$ cat config.mk
export PLATFORM = sky130hd
export DESIGN_NAME = serial_adder_ctrl
export DESIGN_NICKNAME = d
export VERILOG_FILES = /design/src/rtl/serial_add_pkg.sv /design/src/rtl/halfadd.sv /design/src/rtl/serial_adder_ctrl.sv
export SDC_FILE = /design/constraint.sdc
export NUM_CORES = 1
export LEC_CHECK = 0
export ABC_CLOCK_PERIOD_IN_PS = 1500
export CAP_MARGIN = 20
export CORE_MARGIN = 4
export CORE_UTILIZATION = 45
export CTS_BUF_LIST = sky130_fd_sc_hd__clkbuf_4 sky130_fd_sc_hd__clkbuf_8
export CTS_CLUSTER_SIZE = 28
export DETAILED_ROUTE_END_ITERATION = 7
export PLACE_DENSITY = 0.74
export SLEW_MARGIN = 20
export SYNTH_ARGS = -nofsm -noshare
export SYNTH_HDL_FRONTEND = slang
export SYNTH_SLANG_ARGS = --single-unit
$ cat constraint.sdc
create_clock -name clk -period 1.5 [get_ports clk]
set_input_delay 0.15 -clock clk [delete_from_list [all_inputs] [get_ports clk]]
set_output_delay 0.15 -clock clk [all_outputs]
set_load 0.03 [all_outputs]
$ cat src/rtl/serial_add_pkg.sv
// Shared encodings and parameter bounds for the bit-serial adder sequencer.
package serial_add_pkg;

  localparam logic [1:0] ST_IDLE = 2'd0;
  localparam logic [1:0] ST_RUN  = 2'd1;
  localparam logic [1:0] ST_DONE = 2'd2;

  localparam int WIDTH_MIN = 1;
  localparam int WIDTH_MAX = 32;

  function automatic bit width_ok(input int w);
    return (w >= WIDTH_MIN) && (w <= WIDTH_MAX);
  endfunction

endpackage

$ cat src/rtl/halfadd.sv
// Half-adder cell of the shared adder datapath.
module halfadd (
  input  logic a,
  input  logic b,
  output logic c,
  output logic sum
);

  assign sum = a ^ b;
  assign c   = a & b;

endmodule

$ cat src/rtl/serial_adder_ctrl.sv
// Bit-serial adder: one full-adder cell (2x halfadd + OR) reused
// LSB-first over WIDTH cycles, carry kept in a flop.
module serial_adder_ctrl
  import serial_add_pkg::*;
#(
  parameter int WIDTH = 8
) (
  input  logic             clk,
  input  logic             rst_n,
  input  logic             start,
  input  logic [WIDTH-1:0] op_a,
  input  logic [WIDTH-1:0] op_b,
  input  logic             cin,
  output logic             busy,
  output logic             done,
  output logic [WIDTH-1:0] result,
  output logic             cout
);

  localparam int CW = $clog2(WIDTH + 1);

  if (!width_ok(WIDTH)) begin : g_bad_width
    $error("serial_adder_ctrl: WIDTH out of range");
  end

  logic [1:0]       r_state;
  logic [1:0]       w_next;
  logic [WIDTH-1:0] r_sh_a;
  logic [WIDTH-1:0] r_sh_b;
  logic [WIDTH-1:0] r_acc;
  logic [WIDTH-1:0] r_result;
  logic [WIDTH-1:0] w_acc_nxt;
  logic             r_carry;
  logic             r_cout;
  logic [CW-1:0]    r_cnt;
  logic             w_s1;
  logic             w_c1;
  logic             w_s;
  logic             w_c2;
  logic             w_co;
  logic             w_last;

  halfadd u_ha0 (
    .a   (r_sh_a[0]),
    .b   (r_sh_b[0]),
    .c   (w_c1),
    .sum (w_s1)
  );

  halfadd u_ha1 (
    .a   (w_s1),
    .b   (r_carry),
    .c   (w_c2),
    .sum (w_s)
  );

  assign w_co   = w_c1 | w_c2;
  assign w_last = (r_cnt == CW'(WIDTH - 1));
  // new sum bit enters at the MSB; works for WIDTH=1 too
  assign w_acc_nxt = WIDTH'({w_s, r_acc} >> 1);

  always_ff @(posedge clk or negedge rst_n) begin
    if (!rst_n) begin
      r_state <= ST_IDLE;
    end else begin
      r_state <= w_next;
    end
  end

  always_comb begin
    w_next = r_state;
    case (r_state)
      ST_IDLE: if (start)  w_next = ST_RUN;
      ST_RUN:  if (w_last) w_next = ST_DONE;
      ST_DONE: w_next = ST_IDLE;
      default: w_next = ST_IDLE;
    endcase
  end

  always_comb begin
    busy = 1'b0;
    done = 1'b0;
    unique case (1'b1)
      (r_state == ST_RUN):  busy = 1'b1;
      (r_state == ST_DONE): done = 1'b1;
      default: ;
    endcase
  end

  always_ff @(posedge clk or negedge rst_n) begin
    if (!rst_n) begin
      r_sh_a   <= '0;
      r_sh_b   <= '0;
      r_acc    <= '0;
      r_carry  <= 1'b0;
      r_cnt    <= '0;
      r_result <= '0;
      r_cout   <= 1'b0;
    end else begin
      case (r_state)
        ST_IDLE: begin
          if (start) begin
            r_sh_a  <= op_a;
            r_sh_b  <= op_b;
            r_carry <= cin;
            r_cnt   <= '0;
            r_acc   <= '0;
          end
        end
        ST_RUN: begin
          r_acc   <= w_acc_nxt;
          r_sh_a  <= r_sh_a >> 1;
          r_sh_b  <= r_sh_b >> 1;
          r_carry <= w_co;
          r_cnt   <= r_cnt + CW'(1);
          if (w_last) begin
            r_result <= w_acc_nxt;
            r_cout   <= w_co;
          end
        end
        default: ;
      endcase
    end
  end

  assign result = r_result;
  assign cout   = r_cout;

endmodule

==> results by group <==
Cells and area
  • Share of cells above drive strength 1: 22.60%
  • Fin util: 63.60%
  • Area Growth Syn to Fin: 33.67%
  • Design area: 0.002156 mm²
  • Antenna fix cells: 0
  • # nets final: 198
  • Commonest non-fill, non-tap cell in the layout: dfrtp_1
  • Most frequent cells in the layout: dfrtp_1 (39), clkdlybuf4s50_1 (18), nand2_1 (15), o21ai_0 (15), a22oi_1 (14)

Yosys
  • Cells after Synth: 134
  • YS warnings: 0
  • Distinct cells, synth: 22
  • Syn_nets: 156
  • Mean post-synth cell area: 12.04 µm²
  • Mapped Area: 0.001613 mm²
  • Sequential fraction of the synthesis area: 60.51%
  • Synth Register Bits: 39

Drt
  • Iteration-0 DRC Markers: 56
  • Routed vias: 1177
  • DRT Wirelength: 3139 µm
  • DRT Pass-1 Iters: 4
  • Vias per std cell: 5.278
  • Wirelength per Cell: 14.08 µm
  • Remaining antenna violation count: 0
  • Residual DRC: 0

Floorplanning
  • Starting Density: 47.58%
  • I/O pins: 31
  • Die W: 67.87 µm
  • Die Y: 67.87 µm
  • Row cnt: 21
  • DIE AREA: 0.004606 mm²
  • Core area: 0.003390 mm²

Global routing
  • Overflow after GRT: 0
  • First-pass GRT wire length: 5561 µm
  • Total track usage: 16.06%
  • Largest net degree at the start of global routing: 40
  • Antenna violations before repair: 0
  • Vias in the first global route: 1243

CTS
  • Clk slew on worst S/H paths: 120 ps
  • CTS Root Cell: clkbuf_4
  • CTS buffer count: 5
  • Worst-Skew Late Latency: 340 ps
  • H-tree levels: 2
  • CTS tree: done
  • CTS sink cnt: 39
  • Max clock buf depth: 2

Run status
  • Status: finished, final reports clean

Timing
  • Final hold violations: 0
  • Max Clock Skew: 8.869 ps
  • Fmax: 0.6852 GHz
  • Unrepaired setup endpoints after global routing: true
  • Worst-Margin Slew: 468.7 ps
  • Setup WS post-layout: 40.57 ps
  • Final Max Slew Viols: 0
  • Fin crit share: 97.30%
  • Post-layout minimum cycle time: 1459 ps
  • Final setup fails: 0
  • Final TNS setup: 0 ps
  • Max-slew headroom: 68.75%

Place
  • Gpl congestion: 0.7652
  • Pre-CTS WS: -64.36 ps
  • Placed inst area: 0.002006 mm²
  • DP HPWL: 2168 µm
  • Port-buffer cells: 30

Worst hold path
  • Hold WC Path Type: input port to async pin

Power
  • Pwr per Cell Area: 1835 mW/mm²
  • Leak pwr: 0.9933 nW
  • Max VDD drop: 0.6873 mV

Setup path
  • Worst R2R End: result[3]
  • Worst r2r src: r_cnt[1]
  • CP Class: register to register
  • Flop2flop setup slack: 40 ps
  • CP max FO: 7
  • Worst endpoint data arrival time: 1690 ps
  • FF-to-FF path depth: 5
  • Worst EP required: 1730 ps
  • CP Capture Type: register
  • Startpoint Class: register

Run
  • Max_cap viols: 0
==> worst max-delay path: stages, from the launching register on <==
cell and delay [ps]:
dfrtp_1 410, ha_4 160, nand2_4 50, nor3b_4 220, buf_6 170, mux2_2 330
==> stage by stage <==
stage | cells | total power, mW | hold WS, ps
finish | 223 | 3.956 | 383.7
CTS | 221 | 3.867 | 399.8
global placement | 212 | 3.131 | 218.8
detailed placement | 212 | 3.199 | 230.4
global route | 223 | 4.250 | 403.5
floorplan | 134 | 2.610 | -145.6
==> per-layer routing <==
metal / vias to the layer above / wire length (µm) / global-route usage (%)
li1: 569 / - / -
met1: 572 / 1345 / 19.55
met2: 31 / 1606 / 27.58
met3: 5 / 151 / 4.433
met4: 0 / 36 / 5.211
met5: - / 0 / 0
==> flip-flops by register name (all words and copies together), names as in the netlist <==
register  flops
cout          1
r_acc         7
r_carry       1
r_cnt         4
r_sh_a        8
r_sh_b        8
r_state       2
result        8
==> logic make-up (layout without fill, tap and decap cells) <==
group                    count (synthesis)  count (layout)  synth area share, %
AND/OR/NAND/NOR                         26              26                7.526
flip-flops                              39              39                60.51
buffers and inverters                   11              54                3.258
multiplexers                            11              11                7.680
adder cells (fa/ha/maj)                  2               2                2.017
AO/OA/AOI/OAI                           45              45                19.01
==> area by class of cell <==
type,count,area (µm²)
Inverter,1,3.754
Timing Repair Buffer,45,405.4
Sequential cell,39,975.9
Multi-Input combinational cell,84,626.9
Clock inverter,2,35.03
Clock buffer,6,51.30
Tap cell,46,57.56
Fill cell,275,1234
==> synthesized netlist by cell type <==
master    count  share of area [%]
and3b_1       1               0.54
clkbuf_1      3               0.70
nor3b_1       1               0.47
inv_1         1               0.23
nand4_1       1               0.39
nor2_1        2               0.47
a211oi_1      1               0.47
ha_1          1               0.78
buf_2         6                1.9
fa_1          1                1.2
and2b_1       1               0.47
mux2_2       11                7.7
a21oi_1       3               0.93
a22oi_1      14                6.5
nor2b_1       3                1.2
o21bai_1      1               0.47
nand3_1       1               0.31
o21ai_0      15                4.7
a22o_1       11                6.0
nand2_1      16                3.7
buf_4         1               0.47
dfrtp_1      39                 61
==> worst max path at each step <==
stage	from	slack (ps)	cells after the start	end
2_1_floorplan	r_cnt[0]	80	5	cout
5_1_grt	r_cnt[1]	-10	5	result[4]
3_5_place_dp	r_cnt[0]	-60	5	result[1]
4_1_cts	r_cnt[0]	-2	5	result[1]
6_report	r_cnt[1]	40	5	result[3]
3_3_place_gp	r_cnt[0]	10	5	result[4]
==> repair_timing <==
action / in CTS / in global routing
hold buffers: 1 / 0
pin swaps: 1 / 2
gates resized for setup: 10 / 10
setup endpoints to repair: 18 / 11
buffers inserted: 0 / 2
endpoints found under the hold margin: 39 / 0
==> report_power, final <==
part | leakage [nW] | internal, mW | switching (mW)
clock network | 0.0482 | 0.394 | 0.333
logic | 0.436 | 0.784 | 0.769
registers | 0.509 | 1.43 | 0.246
total | 0.993 | 2.61 | 1.35
Note: power is estimated with default switching activity, not from simulation.
==> edit: new RTL, same settings <==
Set the parameter `WIDTH` to 4 (it was 8).
--- a/src/rtl/serial_adder_ctrl.sv
+++ b/src/rtl/serial_adder_ctrl.sv
@@ -3,7 +3,7 @@
 module serial_adder_ctrl
   import serial_add_pkg::*;
 #(
-  parameter int WIDTH = 8
+  parameter int WIDTH = 4
 ) (
   input  logic             clk,
   input  logic             rst_n,
Interface: changed (resized op_a, op_b and result); port bits go from 31 to 19. The function was not compared with the original's and may differ.
==> edit against the unedited design <==
  * Wire length decreased by 41%
  * Final cell count decreased by 42%
  * Highest routed layer unchanged
  * Clock power decreased by 65%
  * Sequential cell count decreased by 17
  * Count of clock-buffer cells in the layout decreased by 3
  * Setup slack improved by 65 ps
  * Power decreased by 34%
  * Die area decreased by 35%
  * Cell area decreased by 43%
  * Critical path depth decreased by 2
  * Core utilization decreased by 2.8 points
  * Area after synthesis decreased by 39%
  * Largest cell class unchanged
  * Critical path type is now reg -> out
  * Hold slack got worse by 190 ps
==> edit: results <==
{
  "setup.worst_path.start": "r_state[1]",
  "dp_hpwl_um": 1380,
  "globalplace.congestion": 0.809,
  "clk_latency_ps": 290,
  "drt_pre_antenna_iters": 4,
  "r2r_start": "r_cnt[0]",
  "ys_types": 18,
  "ys_seq_area_share_pct": 56.2,
  "cts_buffer_depth": 2,
  "p_sw_share_pct": 39.6,
  "critical_path_arrival_ps": 1240,
  "wl_met1_um": 853,
  "dr.first_iter.drc_count": 8,
  "p_leak_nw": 0.589,
  "synth-adder-area-share_pct": 4.60,
  "skew_ps": 3.94,
  "grt_pass1_vias": 730,
  "use_met2_pct": 24.4,
  "grt_pass1_wl_um": 3280,
  "outcome": "completed",
  "critPathCapture": "busy",
  "portBuffers": 18,
  "async_flop_share_pct": 100,
  "syn_nets": 95,
  "grt_start_max_net_pins": 23,
  "drive_gt1_share_pct": 20.4,
  "whs_ps": 189,
  "final_nets": 120,
  "synth_compound_area_share_pct": 20.9,
  "grt_use_met3_pct": 3.27,
  "met3_length_um": 65,
  "cts_max_level": 1,
  "rr_worst_depth": 4,
  "ys_top_cells_by_count": "dfrtp_1 (22), o22ai_1 (14), a21oi_1 (8), o21ai_0 (6), mux2_4 (5)",
  "cts_buffers": 3,
  "synth.area.mux_share_pct": 7.66,
  "cts_setup_buffers": 0,
  "use_met1_pct": 20.1,
  "synth_area_leaders": "dfrtp_1 (56%), o22ai_1 (8.9%), mux2_4 (7.7%)",
  "wl_per_cell_um": 14.3,
  "preCtsSetupSlack_ps": 27.0,
  "r2r_setup_slack_ps": 110,
  "fin_tns_setup_ps": 0,
  "vdd_drop_max_uv": 940,
  "vias": 700,
  "fmax_mhz": 717,
  "track_usage_pct": 15.3,
  "r2r_end": "result[2]",
  "fill_cells": 173,
  "worstMarginPinSlew_ps": 534,
  "top_layer": "met4",
  "met2WireLength_um": 933
}
[edit: cell types whose count changed after synthesis, moves of 3 or more]
cell	change
dfrtp_1	-17
a21oi_1	+5
nand2_1	-12
a22o_2	+4
mux2_2	-11
buf_2	-5
a22oi_1	-14
o22ai_1	+14
clkbuf_1	-3
mux2_4	+5
inv_1	+3
o21ai_0	-9
a22o_1	-11
[edit: worst max-delay path: stages, from the launching register on]
cell and delay, ps:
dfrtp_1 440, nand2b_2 250, inv_8 100, buf_4 160
[edit: kinds of logic (layout without fill, tap and decap cells)]
logic type / count (synthesis) / count (layout)
adder cells (fa/ha/maj): 3 / 3
AND/OR/NAND/NOR: 10 / 10
AO/OA/AOI/OAI: 33 / 33
flip-flops: 22 / 22
multiplexers: 5 / 5
buffers and inverters: 7 / 30
[edit: power by group through the flow]
stage | combinational, mW | sequential [mW] | clock (mW)
2_1_floorplan | 0.854 | 1.16 | 0
3_3_place_gp | 1.28 | 1.08 | 0
3_5_place_dp | 1.32 | 1.09 | 0
4_1_cts | 1.31 | 1.08 | 0.269
5_1_grt | 1.43 | 1.12 | 0.295
6_report | 1.29 | 1.08 | 0.255
[edit: per-stage QoR]
step                      cells  power, mW  cell area (um^2)
after detailed placement    127       2.41              1200
after CTS                   130       2.66              1220
after floorplan              80       2.02               980
after global routing        130       2.85              1230
after global placement      127       2.37              1200
final                       130       2.63              1230
[edit: repair_timing]
action	CTS	global route
gates cloned	0	0
setup endpoints to repair	3	5
resized for setup	3	6
[edit: cell type report]
cell class | count | area, um^2 | share of cell area (%)
clock buffer | 3 | 22.5 | 1.83
sequential | 22 | 551 | 44.8
tap | 27 | 33.8 | 2.75
timing repair buffer | 22 | 208 | 16.9
multi-input combinational | 51 | 389 | 31.6
inverter | 5 | 26.3 | 2.14
